## config.mk

```make
export PLATFORM = sky130hd
export DESIGN_NAME = lcd_write_engine
export DESIGN_NICKNAME = d
export VERILOG_FILES = /design/src/rtl/lcd_pkg.sv /design/src/rtl/lcd_delay_cnt.sv /design/src/rtl/lcd_write_engine.sv
export SDC_FILE = /design/constraint.sdc
export NUM_CORES = 1
export LEC_CHECK = 0
export CAP_MARGIN = 10
export CORE_UTILIZATION = 40
export DETAILED_ROUTE_END_ITERATION = 12
export SLEW_MARGIN = 20
export SYNTH_ARGS = -nofsm -noshare
export SYNTH_HDL_FRONTEND = slang
export SYNTH_SLANG_ARGS = --single-unit
```

## constraint.sdc

```tcl
create_clock -name clk_1ms -period 3.3 [get_ports clk_1ms]
set_input_delay 0.66 -clock clk_1ms [delete_from_list [all_inputs] [get_ports clk_1ms]]
set_output_delay 0.66 -clock clk_1ms [all_outputs]
set_load 0.005 [all_outputs]
```

## src/rtl/lcd_pkg.sv

```systemverilog
// ============================================================================
// lcd_pkg : shared state encoding and HD44780 command constants
// Rev 1.0 : initial release
// ============================================================================
`default_nettype none

package lcd_pkg;

    localparam logic [2:0] ST_IDLE  = 3'd0;
    localparam logic [2:0] ST_SETUP = 3'd1;
    localparam logic [2:0] ST_E_HI  = 3'd2;
    localparam logic [2:0] ST_HOLD  = 3'd3;
    localparam logic [2:0] ST_EXEC  = 3'd4;
    localparam logic [2:0] ST_DONE  = 3'd5;

    localparam logic [7:0] CMD_CLEAR = 8'h01;
    localparam logic [7:0] CMD_HOME  = 8'h02;

    // Clear and home are the only instructions needing the long execution wait.
    function automatic logic is_long_cmd(input logic rs, input logic [7:0] data);
        return !rs && ((data == CMD_CLEAR) || (data == CMD_HOME));
    endfunction

endpackage

`default_nettype wire

```

## src/rtl/lcd_delay_cnt.sv

```systemverilog
// ============================================================================
// lcd_delay_cnt : loadable down-counter, expires while holding the value 1
// Rev 1.0 : initial release
// ============================================================================
`default_nettype none

module lcd_delay_cnt #(
    parameter int CNT_W = 8
) (
    input  logic             clk_1ms,
    input  logic             reset_n,
    input  logic             load_i,
    input  logic [CNT_W-1:0] value_i,
    output logic             expire_o
);

    logic [CNT_W-1:0] cnt_q;
    logic [CNT_W-1:0] cnt_d;

    always_comb begin
        cnt_d = cnt_q;
        if (load_i) begin
            cnt_d = value_i;
        end else if (cnt_q != '0) begin
            cnt_d = cnt_q - CNT_W'(1);
        end
    end

    always_ff @(posedge clk_1ms or negedge reset_n) begin
        if (!reset_n) begin
            cnt_q <= '0;
        end else begin
            cnt_q <= cnt_d;
        end
    end

    // Loaded with T on entry, so a state lasts exactly T cycles.
    assign expire_o = (cnt_q == CNT_W'(1));

endmodule

`default_nettype wire

```

## src/rtl/lcd_write_engine.sv

```systemverilog
// ============================================================================
// lcd_write_engine : byte write onto a 4-bit HD44780 bus with E strobing,
//                    execution wait and wr_enable/wr_finish handshake
// Rev 1.0 : initial release
// ============================================================================
`default_nettype none

module lcd_write_engine
    import lcd_pkg::*;
#(
    parameter int T_SETUP     = 1,
    parameter int T_E_HIGH    = 1,
    parameter int T_HOLD      = 1,
    parameter int T_EXEC      = 1,
    parameter int T_EXEC_LONG = 2,
    parameter int CNT_W       = 8
) (
    input  logic       clk_1ms,
    input  logic       reset_n,
    input  logic       wr_enable,
    input  logic       wr_rs,
    input  logic [7:0] wr_data,
    input  logic       init_nibble,
    output logic       wr_finish,
    output logic       busy,
    output logic       lcd_e,
    output logic       lcd_rs,
    output logic       lcd_rw,
    output logic [3:0] lcd_db
);

    logic [2:0]       state_q,  state_d;
    logic             rs_q,     rs_d;
    logic [7:0]       data_q,   data_d;
    logic             init_q,   init_d;
    logic             nib_hi_q, nib_hi_d;
    logic             lcd_rs_q, lcd_rs_d;
    logic [3:0]       lcd_db_q, lcd_db_d;
    logic             lcd_e_q;
    logic             wr_finish_q;
    logic             busy_q;

    logic             cnt_load;
    logic [CNT_W-1:0] cnt_value;
    logic             cnt_expire;
    logic [CNT_W-1:0] exec_len;

    lcd_delay_cnt #(
        .CNT_W (CNT_W)
    ) u_delay_cnt (
        .clk_1ms  (clk_1ms),
        .reset_n  (reset_n),
        .load_i   (cnt_load),
        .value_i  (cnt_value),
        .expire_o (cnt_expire)
    );

    assign exec_len = is_long_cmd(rs_q, data_q) ? CNT_W'(T_EXEC_LONG) : CNT_W'(T_EXEC);

    always_comb begin
        state_d   = state_q;
        rs_d      = rs_q;
        data_d    = data_q;
        init_d    = init_q;
        nib_hi_d  = nib_hi_q;
        cnt_load  = 1'b0;
        cnt_value = '0;

        case (state_q)
            ST_IDLE: begin
                if (wr_enable) begin
                    rs_d      = wr_rs;
                    data_d    = wr_data;
                    init_d    = init_nibble;
                    nib_hi_d  = 1'b1;
                    state_d   = ST_SETUP;
                    cnt_load  = 1'b1;
                    cnt_value = CNT_W'(T_SETUP);
                end
            end
            ST_SETUP: begin
                if (cnt_expire) begin
                    state_d   = ST_E_HI;
                    cnt_load  = 1'b1;
                    cnt_value = CNT_W'(T_E_HIGH);
                end
            end
            ST_E_HI: begin
                if (cnt_expire) begin
                    state_d   = ST_HOLD;
                    cnt_load  = 1'b1;
                    cnt_value = CNT_W'(T_HOLD);
                end
            end
            ST_HOLD: begin
                if (cnt_expire) begin
                    cnt_load = 1'b1;
                    if (nib_hi_q && !init_q) begin
                        nib_hi_d  = 1'b0;
                        state_d   = ST_SETUP;
                        cnt_value = CNT_W'(T_SETUP);
                    end else begin
                        state_d   = ST_EXEC;
                        cnt_value = exec_len;
                    end
                end
            end
            ST_EXEC: begin
                if (cnt_expire) begin
                    state_d   = ST_DONE;
                    cnt_load  = 1'b1;
                    cnt_value = CNT_W'(1);
                end
            end
            ST_DONE: begin
                state_d  = ST_IDLE;
                cnt_load = 1'b1;
            end
            default: begin
                state_d = ST_IDLE;
            end
        endcase
    end

    // Bus only changes on SETUP entry; it keeps the last nibble through IDLE.
    always_comb begin
        lcd_rs_d = lcd_rs_q;
        lcd_db_d = lcd_db_q;
        if (state_d == ST_SETUP) begin
            lcd_rs_d = rs_d;
            lcd_db_d = nib_hi_d ? data_d[7:4] : data_d[3:0];
        end
    end

    always_ff @(posedge clk_1ms or negedge reset_n) begin
        if (!reset_n) begin
            state_q     <= ST_IDLE;
            rs_q        <= 1'b0;
            data_q      <= 8'h00;
            init_q      <= 1'b0;
            nib_hi_q    <= 1'b0;
            lcd_rs_q    <= 1'b0;
            lcd_db_q    <= 4'h0;
            lcd_e_q     <= 1'b0;
            wr_finish_q <= 1'b0;
            busy_q      <= 1'b0;
        end else begin
            state_q     <= state_d;
            rs_q        <= rs_d;
            data_q      <= data_d;
            init_q      <= init_d;
            nib_hi_q    <= nib_hi_d;
            lcd_rs_q    <= lcd_rs_d;
            lcd_db_q    <= lcd_db_d;
            lcd_e_q     <= (state_d == ST_E_HI);
            wr_finish_q <= (state_d == ST_DONE);
            busy_q      <= (state_d != ST_IDLE);
        end
    end

    assign wr_finish = wr_finish_q;
    assign busy      = busy_q;
    assign lcd_e     = lcd_e_q;
    assign lcd_rs    = lcd_rs_q;
    assign lcd_rw    = 1'b0;
    assign lcd_db    = lcd_db_q;

endmodule

`default_nettype wire

```

# Word level (Yosys, flattened, before mapping)
# Cells that the tools add are included.
# totals
reg_bits	30
elab_cells	62
# classes
add_sub_neg	1
n_eq_ne	11
n_mux	27
reduce_logical	12
# ops
op	n
$mux W8	4
$mux W3	6
$eq A8 B1 Y1 const B	2
$pmux W3 S5	1
$eq A3 B2 Y1 const B	3
$eq A3 B3 Y1 const B	3
$mux W1	9
$eq A8 B2 Y1 const B	1
$reduce_bool A8 Y1	1
$sub A8 B1 Y8 const B	1
$eq A3 B1 Y1 const B	2
$mux W2	3
$pmux W2 S3	1
$mux W4	1
$reduce_or A4 Y1	1
$logic_not A3 Y1	1
$pmux W1 S3	1
$reduce_bool A3 Y1	1
$reduce_or A3 Y1	1
$logic_and A1 B1 Y1	2
$logic_not A1 Y1	2
$pmux W1 S2	1
$reduce_and A2 Y1	1
$reduce_bool A2 Y1	1
$logic_or A1 B1 Y1	1

# Depth between registers and ports, before layout
# Gate-level depths: netlist of the first run.
# depth
word_depth	8
mapped_depth	7
depth_no_buf	6

# Hierarchy
# From an unflattened synthesis of the first run, not the netlist that was laid out.
# hier_totals
cells_unflattened	155
hier_area_um2	1677.9
# by_module_without_submodules
mod	n_inst	cells_each	area_each_um2	seq_area_each_um2
lcd_write_engine	1	94	1137.3	550.5
lcd_delay_cnt	1	61	540.5	200.2

# Worst setup path after synthesis of the first run
# Ideal clock, no wire load.
# synth_timing
path_kind	reg-to-reg
start	reg u_delay_cnt.cnt_q[5]
end	reg lcd_rs_q, in the netlist lcd_rs
setup_ps	125
t_arrival_ps	2078
required_time_ps	3175
setup_slack_ps	1097
stages_incl_launch_ff	6
n_path_buf	0
period_less_slack_ps	2203
path_cell_list	dfrtp_1 > nor4_4 > and3_4 > mux2_1 > a21oi_2 > mux2_4
# synth_between
elab_chain_cells	4
elab_cells_between_ends	7
# synth_rtl
element	line_no	text
start: declaration	lcd_delay_cnt.sv:17	logic [CNT_W-1:0] cnt_q;
start signal: assignment	lcd_delay_cnt.sv:33	cnt_q <= cnt_d;
$eq A8 B1 Y1 *	lcd_delay_cnt.sv:38	assign expire_o = (cnt_q == CNT_W'(1));
$mux W3 (on tied branches)	--	
$pmux W3 S5 *	lcd_write_engine.sv:69	case (state_q)
$eq A3 B1 Y1 *	lcd_write_engine.sv:129	if (state_d == ST_SETUP) begin
end signal: assignment	lcd_write_engine.sv:153	lcd_rs_q <= lcd_rs_d;
end: declaration	lcd_write_engine.sv:37	logic lcd_rs_q, lcd_rs_d;
# Every way passes the cells marked *; elsewhere a longest branch is shown, timed or not.
# A chain may end at the register's enable or synchronous reset.

# Worst setup path after layout of the first run
# Same ends and word-level chain as after synthesis.

==> results of run 1 <==
## through the flow
| stage | utilization, % | total power (W) | instance area, um^2 | cells |
|---|---|---|---|---|
| 6_report | 50.48 | 0.001748 | 1848 | 210 |
| 5_1_grt | 50.48 | 0.001900 | 1848 | 210 |
| 4_1_cts | 50.48 | 0.001770 | 1848 | 210 |
| 3_5_place_dp | 47.98 | 0.001462 | 1757 | 202 |
| 3_3_place_gp | 47.98 | 0.001434 | 1757 | 202 |
| 2_1_floorplan | - | 0.001245 | 1524 | 139 |
## worst max-delay path: cells and delay by family (launching register included)
family          cells  cell delay [ns]
mux                 2             0.67
simple gates        2             0.82
flops               1             0.45
compound gates      1             0.38
## state kept, by name, summed over array words and instances, names as in the netlist
name and cells:
lcd_e 1, data_q 8, nib_hi_q 1, state_q 3, busy 1, u_delay_cnt.cnt_q 8
lcd_db 4, rs_q 1, lcd_rs 1, init_q 1, wr_finish 1
## final cells by class
cell class,instances,area (um^2)
multi-input combinational,95,708.2
clock inverter,1,5.005
clock buffer,7,86.33
sequential,30,750.7
timing repair buffer,21,207.7
tap,48,60.06
fill,338,1813
inverter,8,30.03
## where the power goes
group	switching [W]	leakage, nW	total [W]	internal [W]
logic	0.000367	0.396	0.000764	0.000397
registers	0.000149	0.365	0.000683	0.000535
clock network	0.000133	0.0482	0.000300	0.000168
total	0.000649	0.810	0.00175	0.00110
## layout by cell type, fill, tap and decap left out, drive strengths merged, types with 2 or more instances in the layout
master / n
dfrtp: 30
clkdlybuf4s50: 20
nor2: 11
nand2: 11
mux2: 11
mux2i: 8
inv: 8
clkbuf: 7
nand3: 6
a21oi: 6
xor2: 5
o21ai: 5
ha: 3
a21o: 2
or2: 2
nor3: 2
or3: 2
nor4: 2
and3: 2
a211oi: 2
## cells by family (layout without fill, tap and decap cells)
group / count (synthesis) / in the layout / share of synthesized area, %
and+or+nand+nor: 42 / 42 / 14.86
DFF: 30 / 30 / 49.26
AOI/OAI and AO/OA: 24 / 24 / 11.82
muxes: 19 / 19 / 13.63
buffers and inverters: 14 / 37 / 4.269
xor gates and xnor gates: 6 / 6 / 3.448
adders and majority gates: 3 / 3 / 2.463
other: 1 / 1 / 0.2461
## worst paths after layout
path / startpoint / to / slack, ns
setup / recovery: u_delay_cnt.cnt_q[5] / lcd_rs / 0.86
hold / removal: lcd_rs / lcd_rs / 0.53
setup reg to reg: u_delay_cnt.cnt_q[5] / lcd_rs / 0.86
hold reg to reg: lcd_rs / lcd_rs / 0.53
max in group asynchronous: reset_n / lcd_e / 2.25
min in group asynchronous: reset_n / u_delay_cnt.cnt_q[2] / 0.77
## layer usage
| layer | vias to the layer above | global-route usage [%] |
|---|---|---|
| met4 | 0 | 6.818 |
| li1 | 527 | - |
| met2 | 33 | 24.87 |
| met1 | 521 | 20.92 |
| met3 | 6 | 5.616 |
| met5 | - | 0 |
==> results by group, run 1 <==
Route
  – Avg WL per Cell: approximately 14 um
  – Routed length on met2: between 1000 and 1500 um
  – Drt pass-1 iters: 4
  – Drt total wl: around 2800 um
  – DRC: 0
  – Drt initial violations: between 80 and 90
  – Top sig layer: met4
  – Via Count: between 1k and 1.5k
  – Met3 WL post-DR: 146 um
  – Via density per instance: around 5.2
  – Metal-1 WL: 1343 um
  – Post-route ant nets: 0

STA
  – Setup slack after layout: around 0.86 ns
  – Fin crit period: between 2 and 2.5 ns
  – Fin Hold WS: about 0.53 ns
  – Fin Setup TNS: 0 ns
  – Period Utilization, post-route: 73.84%
  – Endpoints failing hold: 0
  – Relative slew slack: roughly three fifths
  – Max Clock Skew: ~0.0016 ns
  – Final setup vio count: 0
  – Fmax: 0.4104 GHz
  – RSZ-0062 raised after global routing: no
  – Fin. max-slew vios: 0
  – Slew @ Worst Pin: around 0.58 ns

Clock network
  – Setup bufs post-CTS: 0
  – H-tree levels: 2
  – Clk buf depth: 2
  – Clk slew on worst S/H paths: 0.06 ns
  – Worst-Skew Late Latency: 0.28 ns
  – TritonCTS clock tree: yes
  – Post_cts resized: 0
  – CTS Buf Count: 5
  – Clk Tree Root Cell: clkbuf_8
  – Clk sink count: 30
  – Hold_buf cts: 0

Logic synthesis
  – Top-area cell type share of the netlist area: between 40% and 50%
  – Top-count cell post-synth: dfrtp_1
  – Syn_area_per_cell: 10.96 um^2
  – Mapped Area: around 1500 um^2
  – Post-synthesis sequential area ratio: slightly below 50%
  – Post-Synthesis Cells: about 140
  – Asr flop ratio synth: between 90% and 100%
  – Warnings from Yosys: 0
  – Post-synth EDFFs: 0
  – Synth area leaders: dfrtp_1 49%, mux2_2 6.7%, mux2i_1 5.3%
  – Commonest cells post-synth: 30 x dfrtp_1, 11 x nand2_1, 11 x nor2_1
  – Post-synth top area cell: dfrtp_1
  – Dominant synthesized flop cell: dfrtp_1
  – Synth Net Count: ~160
  – Flops & latches, synth: 30
  – Yosys cell types: between 40 and 50

Worst setup path
  – Worst Path Max Fanout: 8
  – CP arrival: between 2 and 3 ns
  – Critical path class: flop to flop
  – CP peak stage delay: ~0.52 ns
  – Crit start category: flop
  – R2R depth: 5
  – Worst-path cell chain: nor4_4 -> and3_4 -> mux2_1 -> a21oi_2 -> mux2_4
  – Slowest-stage cell, CP: nor4_4
  – Worst Path Required: ~3.5 ns
  – Worst setup EP type: flop

GRT
  – Antenna violations before repair: 0
  – Remaining Overflow, GRT: 0
  – Vias in the first global route: 1090
  – GRT Util Overall: 16.31%
  – Largest net degree at the start of global routing: 31
  – Global-route wire length before repair: ~5000 um

Layout
  – Ant. Diodes: 0
  – P&R area growth vs syn: 21.26%
  – Share of layout cells above drive strength 1: between 15 and 20%
  – Final net count: approximately 180

Outcome
  – Status: finished clean

Floorplan
  – Die width: ~64 um
  – Core Area: roughly 3700 um^2
  – Die H: 63.73 um
  – Initial Util: a little over two fifths
  – Row Count: 22
  – Num ports: 22
  – Die area: roughly 4000 um^2

Power
  – Worst VDD drop: ~0.41 mV
  – Pwr Density: around 950 nW/um^2
  – Leakage: 0.8100 nW

Place
  – Dpl hpwl: 2080 um
  – Port Buf Inserts: 20
  – Dpl ws: 0.7381 ns
  – RePlAce Congestion: just under 0.9

Flow run
  – Max-cap violations: 0

Hold path
  – Type of the most critical hold path: flop to flop
  – Worst hold stages: 1
Power figures use the tool's default switching activity.
==> run 2, diff against run 1 <==
- clock period: 3.3 -> 2 ns (I/O delays scaled with it)
==> run 2 against run 1 <==
Against the previous run: clock-buffer cell count unchanged; clock skew is 0.0044 ns higher; via count grew 3.4%; die area is the same; final area increased by 8.7%; largest cell class unchanged; largest power group unchanged.
==> results by group, run 2 (same netlist as run 1, synthesis figures left out) <==
STA
  – Endpoints failing hold: 0 (unchanged)
  – Fin Setup TNS: 0 ns (unchanged)
  – Max Clock Skew: 0.005940 ns (+0.004377 ns)
  – Fin. max-slew vios: 0 (unchanged)
  – RSZ-0062 raised after global routing: yes
  – Fmax: 0.5099 GHz (+24%)
  – Fin crit period: 1.961 ns (-0.4754 ns)
  – Final setup vio count: 0 (unchanged)
  – Period Utilization, post-route: 98.06% (+24 points)

Route
  – DRC: 0 (unchanged)
  – Drt initial violations: 53 (-36%)
  – Drt pass-1 iters: 4 (unchanged)
  – Avg WL per Cell: 13.61 um (+0.42%)
  – Post-route ant nets: 0 (unchanged)
  – Drt total wl: 3103 um (+9.0%)
  – Via density per instance: 4.930 (-4.8%)
  – Via Count: 1124 (+3.4%)

Worst setup path
  – Worst setup EP type: flop
  – Worst-path cell chain: nor4_4 -> and3_4 -> mux2_4 -> a21oi_4 -> mux2_4
  – R2R Path Start: u_delay_cnt.cnt_q[5]
  – Slowest-stage cell, CP: dfrtp_2
  – Critical path class: flop to flop
  – Worst Path Required: 2.16 ns (-1.31 ns)
  – CP peak stage delay: 0.44 ns (-0.08 ns)
  – Worst Path Max Fanout: 4 (-4)
  – CP startpoint: u_delay_cnt.cnt_q[5]
  – Most frequent CP cell: mux2_4
  – WP buf/inv: 0 (unchanged)
  – CP arrival: 2.13 ns (-0.47 ns)
  – Crit start category: flop
  – CP delay by family, top: multiplexers

Floorplan
  – Initial Util: 41.63% (unchanged)
  – Core Area: 3661 um^2 (unchanged)
  – Die width: 63.73 um (unchanged)
  – Die H: 63.73 um (unchanged)
  – Die area: 4061 um^2 (unchanged)
  – Row Count: 22 (unchanged)
  – Num ports: 22 (unchanged)

GRT
  – Global-route wire length before repair: 5023 um (+0.70%)
  – Remaining Overflow, GRT: 0 (unchanged)
  – Largest net degree at the start of global routing: 31 (unchanged)
  – Vias in the first global route: 1148 (+5.3%)
  – Antenna violations before repair: 0 (unchanged)
  – GRT Util Overall: 17.15% (+0.84 points)

Clock network
  – H-tree levels: 2 (unchanged)
  – Clk buf depth: 2 (unchanged)
  – Clk sink count: 30 (unchanged)
  – CTS Buf Count: 5 (unchanged)
  – Clk Tree Root Cell: clkbuf_8
  – Worst-Skew Late Latency: 0.28 ns (about the same)
  – Clk slew on worst S/H paths: 0.06 ns (about the same)
  – TritonCTS clock tree: yes

Power
  – Leakage: 0.9095 nW (+12%)
  – Pwr Density: 1587 nW/um^2 (+68%)
  – Worst VDD drop: 0.7091 mV (+74%)

Layout
  – Layout fillers: 331 (-2.1%)
  – Non-filler instance count after layout: 228 (+8.6%)
  – Final Util: 54.85% (+4.4 points)
  – Ant. Diodes: 0 (unchanged)
  – Share of layout cells above drive strength 1: 25.56% (+10 points)
  – Most frequent cells in the layout: 29 x dfrtp_1, 20 x clkdlybuf4s50_1, 19 x buf_4
  – P&R area growth vs syn: 31.77%
  – Commonest non-fill, non-tap cell in the layout: dfrtp_1
  – Final net count: 195 (+10%)

Place
  – RePlAce Congestion: 0.7891 (-9.1%)
  – Port Buf Inserts: 20 (unchanged)
  – # placed instances: 216 (+6.9%)
  – Dpl hpwl: 2296 um (+10%)

Flow run
  – Max-cap violations: 0 (unchanged)

Outcome
  – Status: finished clean

Hold path
  – Type of the most critical hold path: primary input to async pin
## run 2: changes by cell type in the layout (fill, tap and decap cells not counted), sizes merged
cell / change
buf: +18
## run 2: final timing paths
| check | to | slack [ns] | depth (start not counted) |
|---|---|---|---|
| hold / removal | u_delay_cnt.cnt_q[3] | 0.51 | 2 |
| min in group clk_1ms | lcd_db[0] | 0.52 | 2 |
| setup reg to reg | lcd_rs | 0.04 | 5 |
| hold reg to reg | lcd_db[0] | 0.52 | 2 |
| max in group asynchronous | u_delay_cnt.cnt_q[5] | 1.20 | 2 |
| setup / recovery | lcd_rs | 0.04 | 5 |
## run 2: power breakdown
part | leakage (nW) | switching [W] | total [W] | internal, W
logic | 0.497 | 0.000730 | 0.00161 | 0.000884
registers | 0.364 | 0.000200 | 0.00109 | 0.000885
clock network | 0.0482 | 0.000211 | 0.000487 | 0.000277
## run 2: final cells by class
class	instances	area, um^2	area share [%]
Clock buffer	7	86.33	4.299
Timing Repair Buffer	39	342.8	17.07
Multi-Input combinational cell	95	732.0	36.45
Inverter	8	30.03	1.495
Sequential cell	30	752.0	37.45
Clock inverter	1	5.005	0.2492
Tap cell	48	60.06	2.991
## run 2: timing repair
action / 4_1_cts / 5_1_grt
pin swaps: 2 / 2
gates resized for setup: 0 / 3
hold buffers: 0 / 0
setup buffers: 1 / 3
endpoints found under the setup margin: 2 / 5
## run 2: metal layers
metal,part of all wire [%],track usage [%],up-vias,wire length [um]
met1,43,17.44,534,1329
met3,4.2,6.522,5,130
met4,1.8,7.670,0,57
met5,0,0,-,0
met2,51,30.72,19,1586
li1,-,-,566,-
## run 2: stage by stage
step	total power, W	setup slack, ns	hold slack, ns	instance area [um^2]
after floorplan	0.002085	-0.07988	0.1044	1535
after global placement	0.002588	0.03256	0.5059	1873
after detailed placement	0.002651	-0.01769	0.5112	1873
after CTS	0.003167	-0.0002076	0.5191	1972
after global routing	0.003447	-0.04260	0.5359	2008
final	0.003186	0.03884	0.5101	2008
==> run 3, diff against run 2 <==
- CORE_UTILIZATION: 40 -> 48
- PLACE_DENSITY: default -> 0.75
==> run 3 against run 2 <==
Against the previous run: core utilization is 10 points higher; combinational power is 2% lower; die area down 16%; non-clock buffer count shrank 6; wire length decreased by 1.8%; critical path depth unchanged; setup slack better by 0.030 ns; sequential cell count stayed put; clock power down 7.4%; global-route usage up 3.1 points; critical path type unchanged; critical endpoint unchanged; highest routed layer unchanged.
==> results by group, run 3 (same netlist as run 1, synthesis figures left out) <==
Outcome
  – Status: finished clean

STA
  – Fin. max-slew vios: 0 (unchanged)
  – Slew @ Worst Pin: about 0.53 ns
  – Max Clock Skew: 0.01221 ns (+0.006274 ns)
  – Fmax: 0.5179 GHz (+1.6%)
  – Period Utilization, post-route: 96.54% (-1.5 points)
  – Setup slack after layout: 0.06920 ns (+0.03036 ns)
  – Endpoints failing hold: 0 (unchanged)
  – Final setup vio count: 0 (unchanged)
  – Relative slew slack: between 60% and 70%
  – Fin crit period: 1.931 ns (-0.03036 ns)

GRT
  – Remaining Overflow, GRT: 0 (unchanged)
  – Global-route wire length before repair: 5078 um (+1.1%)
  – Antenna violations before repair: 0 (unchanged)
  – GRT Util Overall: 20.27% (+3.1 points)
  – Largest net degree at the start of global routing: 31 (unchanged)
  – Vias in the first global route: 1169 (+1.8%)

Route
  – Drt pass-1 iters: 4 (unchanged)
  – Avg WL per Cell: 13.98 um (+2.7%)
  – Via Count: 1176 (+4.6%)
  – Drt initial violations: 13 (-75%)
  – Via density per instance: 5.394 (+9.4%)
  – Drt total wl: 3047 um (-1.8%)
  – Post-route ant nets: 0 (unchanged)
  – DRC: 0 (unchanged)

Worst setup path
  – Slowest-stage cell, CP: dfrtp_1
  – CP peak stage delay: 0.41 ns (-0.03 ns)
  – Critical path class: flop to flop
  – Worst Path Max Fanout: 4 (unchanged)
  – CP delay by family, top: simple AND/OR/NAND/NOR gates
  – Worst-path cell chain: nor4_4 -> and3_4 -> mux2_4 -> a21oi_4 -> mux2_4
  – Worst setup EP type: flop
  – WP buf/inv: 0 (unchanged)
  – Most frequent CP cell: mux2_4
  – Crit start category: flop
  – CP arrival: 2.16 ns (+0.03 ns)
  – Worst Path Required: 2.23 ns (+0.07 ns)

Clock network
  – H-tree levels: 2 (unchanged)
  – Clk buf depth: 2 (unchanged)
  – CTS Buf Count: 5 (unchanged)
  – Clk slew on worst S/H paths: 0.10 ns (+0.04 ns)
  – Clk sink count: 30 (unchanged)
  – Clk Tree Root Cell: clkbuf_4
  – Worst-Skew Late Latency: 0.33 ns (+0.05 ns)
  – TritonCTS clock tree: yes

Place
  – Dpl ws: -0.02321 ns (-0.005514 ns)
  – # placed instances: 209 (-3.2%)
  – Dpl hpwl: 2238 um (-2.5%)
  – Port Buf Inserts: 20 (unchanged)
  – Post-placement cell area: 1858 um^2 (-0.80%)
  – RePlAce Congestion: 0.7922 (+0.39%)

Layout
  – Most frequent cells in the layout: 30 x dfrtp_1, 20 x clkdlybuf4s50_1, 11 x nor2_1, 11 x nand2_1, 11 x buf_4
  – Commonest non-fill, non-tap cell in the layout: dfrtp_1
  – P&R area growth vs syn: 28.98%
  – Final net count: 189 (-3.1%)
  – Non-filler instance count after layout: 218 (-4.4%)
  – Ant. Diodes: 0 (unchanged)
  – Fin area: 1966 um^2 (-2.1%)
  – Share of layout cells above drive strength 1: 23.56% (-2.0 points)

Floorplan
  – Initial Util: 50.33% (+8.7 points)
  – Row Count: 20 (-9.1%)
  – Num ports: 22 (unchanged)
  – Die H: 58.35 um (-8.4%)
  – Die area: 3404 um^2 (-16%)
  – Die width: 58.35 um (-8.4%)
  – Core Area: 3028 um^2 (-17%)

Power
  – Pwr Density: 1578 nW/um^2 (-0.52%)
  – Leakage: 0.8813 nW (-3.1%)
  – Worst VDD drop: 0.8403 mV (+18%)

Flow run
  – Max-cap violations: 0 (unchanged)

Hold path
  – Type of the most critical hold path: primary input to async pin
run 3: worst paths after layout:
| path | from | slack (ns) | cells past startpoint | endpoint |
|---|---|---|---|---|
| max in group asynchronous | reset_n | 1.27 | 2 | lcd_db[1] |
| min in group clk_1ms | lcd_db[0] | 0.53 | 2 | lcd_db[0] |
| worst max register to register | u_delay_cnt.cnt_q[4] | 0.07 | 5 | lcd_rs |
| worst max-delay path | u_delay_cnt.cnt_q[4] | 0.07 | 5 | lcd_rs |
| worst min-delay path | reset_n | 0.45 | 2 | data_q[4] |
| worst min register to register | lcd_db[0] | 0.53 | 2 | lcd_db[0] |
run 3: area by class of cell:
| cell class | count | area [um^2] |
|---|---|---|
| fill | 258 | 1062 |
| sequential | 30 | 750.7 |
| multi-input combinational | 95 | 737.0 |
| timing repair buffer | 33 | 314.1 |
| clock buffer | 8 | 78.83 |
| tap | 44 | 55.05 |
| inverter | 8 | 30.03 |
run 3: timing repair:
action | 4_1_cts | 5_1_grt
resized for setup | 1 | 3
hold buffers | 0 | 0
buffers inserted | 0 | 1
pin swaps | 0 | 2
endpoints found under the setup margin | 1 | 6
run 3: layer usage:
metal  GRT usage [%]  part of all wire, %  vias up
met5               0                    0        -
met4           9.524                  3.1        0
met3           6.813                  4.8       11
met2           33.17                   47       38
met1           24.17                   45      572
li1                -                    -      555
run 3: report_power, final:
part           total (W)  internal [W]  switching (W)
combinational    0.00157      0.000844       0.000723
clock           0.000451      0.000240       0.000211
sequential       0.00108      0.000880       0.000204
run 3: through the flow:
step / total power [W] / util [%] / hold WS [ns] / TNS [ns]
global route: 0.003326 / 64.92 / 0.4761 / -0.003775
detailed placement: 0.002604 / 61.36 / 0.5092 / -0.05158
floorplan: 0.002085 / - / 0.1044 / -0.07988
CTS: 0.003068 / 64.01 / 0.4497 / 0
global placement: 0.002525 / 61.36 / 0.5070 / 0
finish: 0.003103 / 64.92 / 0.4460 / 0
==> edit 1: new RTL, config.mk and constraints of run 2 <==
Add an input register stage for `wr_enable`, `wr_rs`, `wr_data` and `init_nibble`, with the module's reset; this delays them by one clock.
--- a/src/rtl/lcd_write_engine.sv
+++ b/src/rtl/lcd_write_engine.sv
@@ -28,6 +28,25 @@
     output logic       lcd_rw,
     output logic [3:0] lcd_db
 );
+
+    logic wr_enable_q;
+    logic wr_rs_q;
+    logic [7:0] wr_data_q;
+    logic init_nibble_q;
+
+    always_ff @(posedge clk_1ms or negedge reset_n) begin
+        if (!reset_n) begin
+            wr_enable_q   <= '0;
+            wr_rs_q       <= '0;
+            wr_data_q     <= '0;
+            init_nibble_q <= '0;
+        end else begin
+            wr_enable_q   <= wr_enable;
+            wr_rs_q       <= wr_rs;
+            wr_data_q     <= wr_data;
+            init_nibble_q <= init_nibble;
+        end
+    end
 
     logic [2:0]       state_q,  state_d;
     logic             rs_q,     rs_d;
@@ -68,10 +87,10 @@
 
         case (state_q)
             ST_IDLE: begin
-                if (wr_enable) begin
-                    rs_d      = wr_rs;
-                    data_d    = wr_data;
-                    init_d    = init_nibble;
+                if (wr_enable_q) begin
+                    rs_d      = wr_rs_q;
+                    data_d    = wr_data_q;
+                    init_d    = init_nibble_q;
                     nib_hi_d  = 1'b1;
                     state_d   = ST_SETUP;
                     cnt_load  = 1'b1;
Behaviour: not the same (Yosys sat finds a counterexample within 4 cycles, from zero or initial values and one cycle with reset_n low).
==> edit 1 against run 2 <==
The flow now finishes with violations (DRC). Non-clock buffer count is 1 higher. Wire length increased by 26%. Critical endpoint unchanged. Synthesized area increased by 23%. Setup slack gained 0.024 ns. Sequential cell count increased by 11. Total power up 6.8%. Clock power increased by 10%. Final area up 17%. Critical path type unchanged. Clock skew is 0.00094 ns lower.
==> edit 1: results (changes against run 2) <==
| Metric | Value |
|---|---|
| Setup clock skew after layout | `0.00500 ns (-0.000944 ns)` |
| Post-DP HPWL | `2.99 mm (+30%)` |
| Detailed Routing Iterations Pass 1 | `10 (+6)` |
| Part of the power in registers | `37.9% (+3.8 points)` |
| Internal Pwr Total | `2.16 mW (+5.4%)` |
| Reg-to-reg startpoint | `u_delay_cnt.cnt_q[3]` |
| Final routed wirelength across all metal layers | `3.91 mm (+26%)` |
| Fraction of the yosys area taken by sequential cells | `54.6% (+5.3 points)` |
| Delay of the slowest critical-path stage | `0.70 ns (+0.26 ns)` |
| Share of post-route cells with drive strength above 1 | `24.0% (-1.5 points)` |
| Power per cell area | `1440 nW/µm² (-8.9%)` |
| Net total in the final layout | `219 (+12%)` |
| Number of antenna violations at the first check in global routing | `0 (unchanged)` |
| Post-CTS setup buffers | `0 (-1)` |
| CP top delay family | `simple AND/OR/NAND/NOR gates` |
| Maximum resistive drop on vdd | `0.647 mV (-8.8%)` |
| Routability Congestion | `0.882 (+12%)` |
| Routed via count divided by cell count | `5.38 (+9.2%)` |
| Crit-path slowest cell | `sky130_fd_sc_hd__or4_1` |
| Worst-path maximum fanout | `7 (+3)` |
| Clock transition at the register clock pins on the worst setup and hold paths after CTS | `0.08 ns (+0.02 ns)` |
| Via count of the first global-routing pass | `1394 (+21%)` |
| First-pass GRT wire length | `6.76 mm (+35%)` |
| Unique masters post-synth | `43 (-2.3%)` |
| Leak | `1.03 nW (+13%)` |
| First-iteration detailed-routing DRC count | `69 (+30%)` |
| Commonest cells in the synthesized netlist | `sky130_fd_sc_hd__dfrtp_1, sky130_fd_sc_hd__nor2_1, sky130_fd_sc_hd__mux2_2` |
| Leading cell types by total area after synthesis | `sky130_fd_sc_hd__dfrtp_1, sky130_fd_sc_hd__mux2_2, sky130_fd_sc_hd__nor2_1` |
| Largest net degree at the start of global routing | `24 (-23%)` |
| Worst Reg2Reg Path Length in Cells | `4 (-1)` |
| Global-route total usage across every layer | `18.1% (+0.91 points)` |
| Outcome | `finished with violations` |
| Failing checks | `DRC` |
| Minimum setup slack among reg-to-reg paths | `0.06 ns (+0.02 ns)` |
| Post-route DRC | `2 (+2)` |
==> edit 1: layout make-up <==
cell class                      instances  area, µm²
Clock buffer                            5       68.8
Clock inverter                          3       21.3
Fill cell                             389       2090
Inverter                                4       15.0
Multi-Input combinational cell        111        815
Sequential cell                        41       1030
Tap cell                               52       65.1
Timing Repair Buffer                   40        345
==> edit 1: routing by layer <==
layer | routed length, µm | vias up | track usage (%)
met1 | 1770 | 670 | 23.9
met5 | 0 | - | 0
met2 | 1940 | 32 | 27.5
met3 | 133 | 6 | 6.41
li1 | - | 670 | -
met4 | 58 | 0 | 6.89
==> edit 1: worst min-delay path by stage <==
stage / start / endpoint / slack (ns) / depth (start not counted)
floorplan: reset_n / busy / 0.10 / 0
CTS: reset_n / wr_data_q[2] / 0.07 / 1
finish: reset_n / wr_data_q[2] / 0.07 / 1
global route: reset_n / wr_data_q[2] / 0.08 / 1
detailed placement: reset_n / u_delay_cnt.cnt_q[4] / 0.40 / 1
global placement: reset_n / u_delay_cnt.cnt_q[4] / 0.39 / 1
==> edit 1: through the flow <==
| step | hold slack [ns] | instances | cell area, µm² | setup WS, ns |
|---|---|---|---|---|
| final | 0.0673 | 256 | 2360 | 0.0630 |
| after global routing | 0.0794 | 256 | 2360 | 0.0106 |
| after CTS | 0.0708 | 256 | 2350 | 0.0317 |
| after detailed placement | 0.396 | 248 | 2260 | 0.0493 |
| after global placement | 0.393 | 248 | 2260 | 0.0908 |
| after floorplan | 0.104 | 163 | 1880 | 0.000000888 |
==> edit 1: kinds of logic after synthesis <==
kind of cell | after synthesis | share of synthesized area [%]
xor+xnor | 6 | 2.79
flops | 41 | 54.6
other cells | 1 | 0.199
mux | 12 | 7.19
simple gates | 56 | 17.1
buf+inv | 11 | 2.53
compound gates | 33 | 13.6
fa+ha+maj | 3 | 2.00
==> edit 2: new RTL, flow settings as in run 2 <==
Made on the original files. `T_HOLD`: 1 -> 0.
--- a/src/rtl/lcd_write_engine.sv
+++ b/src/rtl/lcd_write_engine.sv
@@ -10,7 +10,7 @@
 #(
     parameter int T_SETUP     = 1,
     parameter int T_E_HIGH    = 1,
-    parameter int T_HOLD      = 1,
+    parameter int T_HOLD      = 0,
     parameter int T_EXEC      = 1,
     parameter int T_EXEC_LONG = 2,
     parameter int CNT_W       = 8
Behaviour: not the same (Yosys sat finds a counterexample within 10 cycles, from zero or initial values and one cycle with reset_n low).
==> edit 2 against run 2 <==
Sequential share of layout area fell by 0.77 points. Clock skew rose by 0.0039 ns. Die area rose by 1.5%. Final area rose by 1.9%. Wire length fell by 6.2%. Fmax rose by 2.8%. Setup slack improved by 0.054 ns. Sequential cell count did not move. Synthesized area rose by 1.6%. Cell count fell by 0.88%.
Power is not compared: it rests on default switching activity, and its combinational part moved more than twofold at a synthesized area within 25%.
==> edit 2: results (changes against run 2) <==
| Metric | Value |
|---|---|
| Outcome | `complete, no violations` |
| Number of buffers added by the clock tree synthesis step | `5 (unchanged)` |
| Commonest cells in the synthesized netlist | `sky130_fd_sc_hd__dfrtp_1, sky130_fd_sc_hd__nor2_1, sky130_fd_sc_hd__inv_1, sky130_fd_sc_hd__mux2_2, sky130_fd_sc_hd__mux2i_1` |
| Leading cell types by total area after synthesis | `sky130_fd_sc_hd__dfrtp_1, sky130_fd_sc_hd__mux2_2, sky130_fd_sc_hd__mux2i_1` |
| Routability Congestion | `0.753 (-4.6%)` |
| Worst Hold Class | `in2async` |
| Post-DP HPWL | `2.17 mm (-5.5%)` |
| Worst setup timing slack at the placement stage | `-0.0786 ns (-0.0609 ns)` |
| Delay of the slowest critical-path stage | `0.39 ns (-0.05 ns)` |
| Average detailed-routed wire length per instance | `12.9 µm (-5.3%)` |
| Cells after DPL | `215 (-0.46%)` |
| First-iteration detailed-routing DRC count | `20 (-62%)` |
| Number of antenna violations at the first check in global routing | `0 (unchanged)` |
| YS warnings | `0 (unchanged)` |
| Setup clock skew after layout | `0.00984 ns (+0.00390 ns)` |
| Crit-path slowest cell | `sky130_fd_sc_hd__dfrtp_1` |
| WP data arrival | `2.12 ns` |
| Net total in the final layout | `193 (-1.0%)` |
| Worst Reg2Reg Path Length in Cells | `7 (+2)` |
| Global-route total usage across every layer | `16.0% (-1.1 points)` |
| Leak | `0.895 nW` |
| Routed via count divided by cell count | `5.03 (+2.0%)` |
| CP top delay family | `compound AO/OA/AOI/OAI gates` |
| Net count after synthesis | `155 (unchanged)` |
| Post-synthesis instance total | `139 (unchanged)` |
| Unique masters post-synth | `42 (-4.5%)` |
| Commonest register cell after synthesis | `sky130_fd_sc_hd__dfrtp_1` |
| Antenna diode count | `0 (unchanged)` |
| Clock buffer depth | `2 (unchanged)` |
| Share of post-route cells with drive strength above 1 | `23.6% (-2.0 points)` |
| First-pass GRT wire length | `4.89 mm (-2.7%)` |
| Dpl cell area | `1900 µm² (+1.7%)` |
| Clock Root Buffer | `sky130_fd_sc_hd__clkbuf_8` |
| Worst-path maximum fanout | `6 (+2)` |
| Clock transition at the register clock pins on the worst setup and hold paths after CTS | `0.07 ns` |
| Filler instances | `353 (+6.6%)` |
| Latest clock arrival within the worst-skew pair | `0.29 ns` |
| Fraction of the yosys area taken by sequential cells | `48.5% (-0.76 points)` |
| Count of H-tree levels built during CTS | `2 (unchanged)` |
| Via count of the first global-routing pass | `1081 (-5.8%)` |
| Ys async rst share | `100% (unchanged)` |
| Final instance count without filler cells | `226 (-0.88%)` |
| Detailed Routing Iterations Pass 1 | `4 (unchanged)` |
| Post-CTS Hold Buffers | `0 (unchanged)` |
## edit 2: report_power, final
part | switching, mW | internal (mW)
Clock | 0.240 | 0.370
Combinational | 0.0361 | 0.0544
Sequential | 0.0102 | 0.625
## edit 2: timing repair
action,4_1_cts,5_1_grt
buffers inserted,0,3
resized for setup,0,1
endpoints found under the setup margin,0,4
hold endpoints to repair,0,0
## edit 2: cells by family (layout without fill, tap and decap cells)
| kind of cell | Yosys count | after routing | share of synthesized area [%] |
|---|---|---|---|
| simple gates | 44 | 44 | 16.7 |
| flops | 30 | 30 | 48.5 |
| compound gates | 21 | 21 | 11.2 |
| mux | 18 | 18 | 12.7 |
| buf+inv | 16 | 55 | 4.85 |
| xor+xnor | 6 | 6 | 3.40 |
| fa+ha+maj | 3 | 3 | 2.43 |
| other cells | 1 | 1 | 0.242 |
## edit 2: final cells by class
| class | count | area share (%) |
|---|---|---|
| flip-flops and latches | 30 | 36.7 |
| multi-input cells | 93 | 35.6 |
| repair buffers | 38 | 17.6 |
| clock buffers | 5 | 3.36 |
| well taps | 48 | 2.93 |
| clock inverters | 3 | 2.20 |
| inverters | 9 | 1.65 |
## edit 2: worst register-to-register path: cells and delay by family (launching register included)
family,cells,cell delay [ns]
AO/OA/AOI/OAI,2,0.56
multiplexers,1,0.19
flip-flops,1,0.39
adder cells (fa/ha/maj),1,0.19
AND/OR/NAND/NOR,1,0.22
buffers and inverters,2,0.29
## edit 2: per-stage QoR
stage | setup TNS (ns) | utilization, % | hold WS (ns)
floorplan | 0 | - | 0.104
global placement | -0.292 | 51.6 | 0.507
detailed placement | -0.376 | 51.6 | 0.506
CTS | 0 | 54.7 | 0.515
global route | -0.0128 | 55.5 | 0.517
finish | 0 | 55.5 | 0.498
## edit 2: metal layers
layer / global-route usage, % / part of all wire, % / vias up
met1: 19.4 / 46 / 543
met4: 7.50 / 1.7 / 0
met3: 5.89 / 4.2 / 7
met5: 0 / 0 / -
met2: 25.3 / 48 / 26
li1: - / - / 560
## edit 2: final timing paths
path / start / endpoint / slack [ns]
hold / removal: reset_n / data_q[2] / 0.50
max in group asynchronous: reset_n / state_q[0] / 1.22
setup / recovery: u_delay_cnt.cnt_q[1] / lcd_db[2] / 0.09
min in group clk_1ms: lcd_rs / lcd_rs / 0.53
setup reg to reg: u_delay_cnt.cnt_q[1] / lcd_db[2] / 0.09
hold reg to reg: lcd_rs / lcd_rs / 0.53
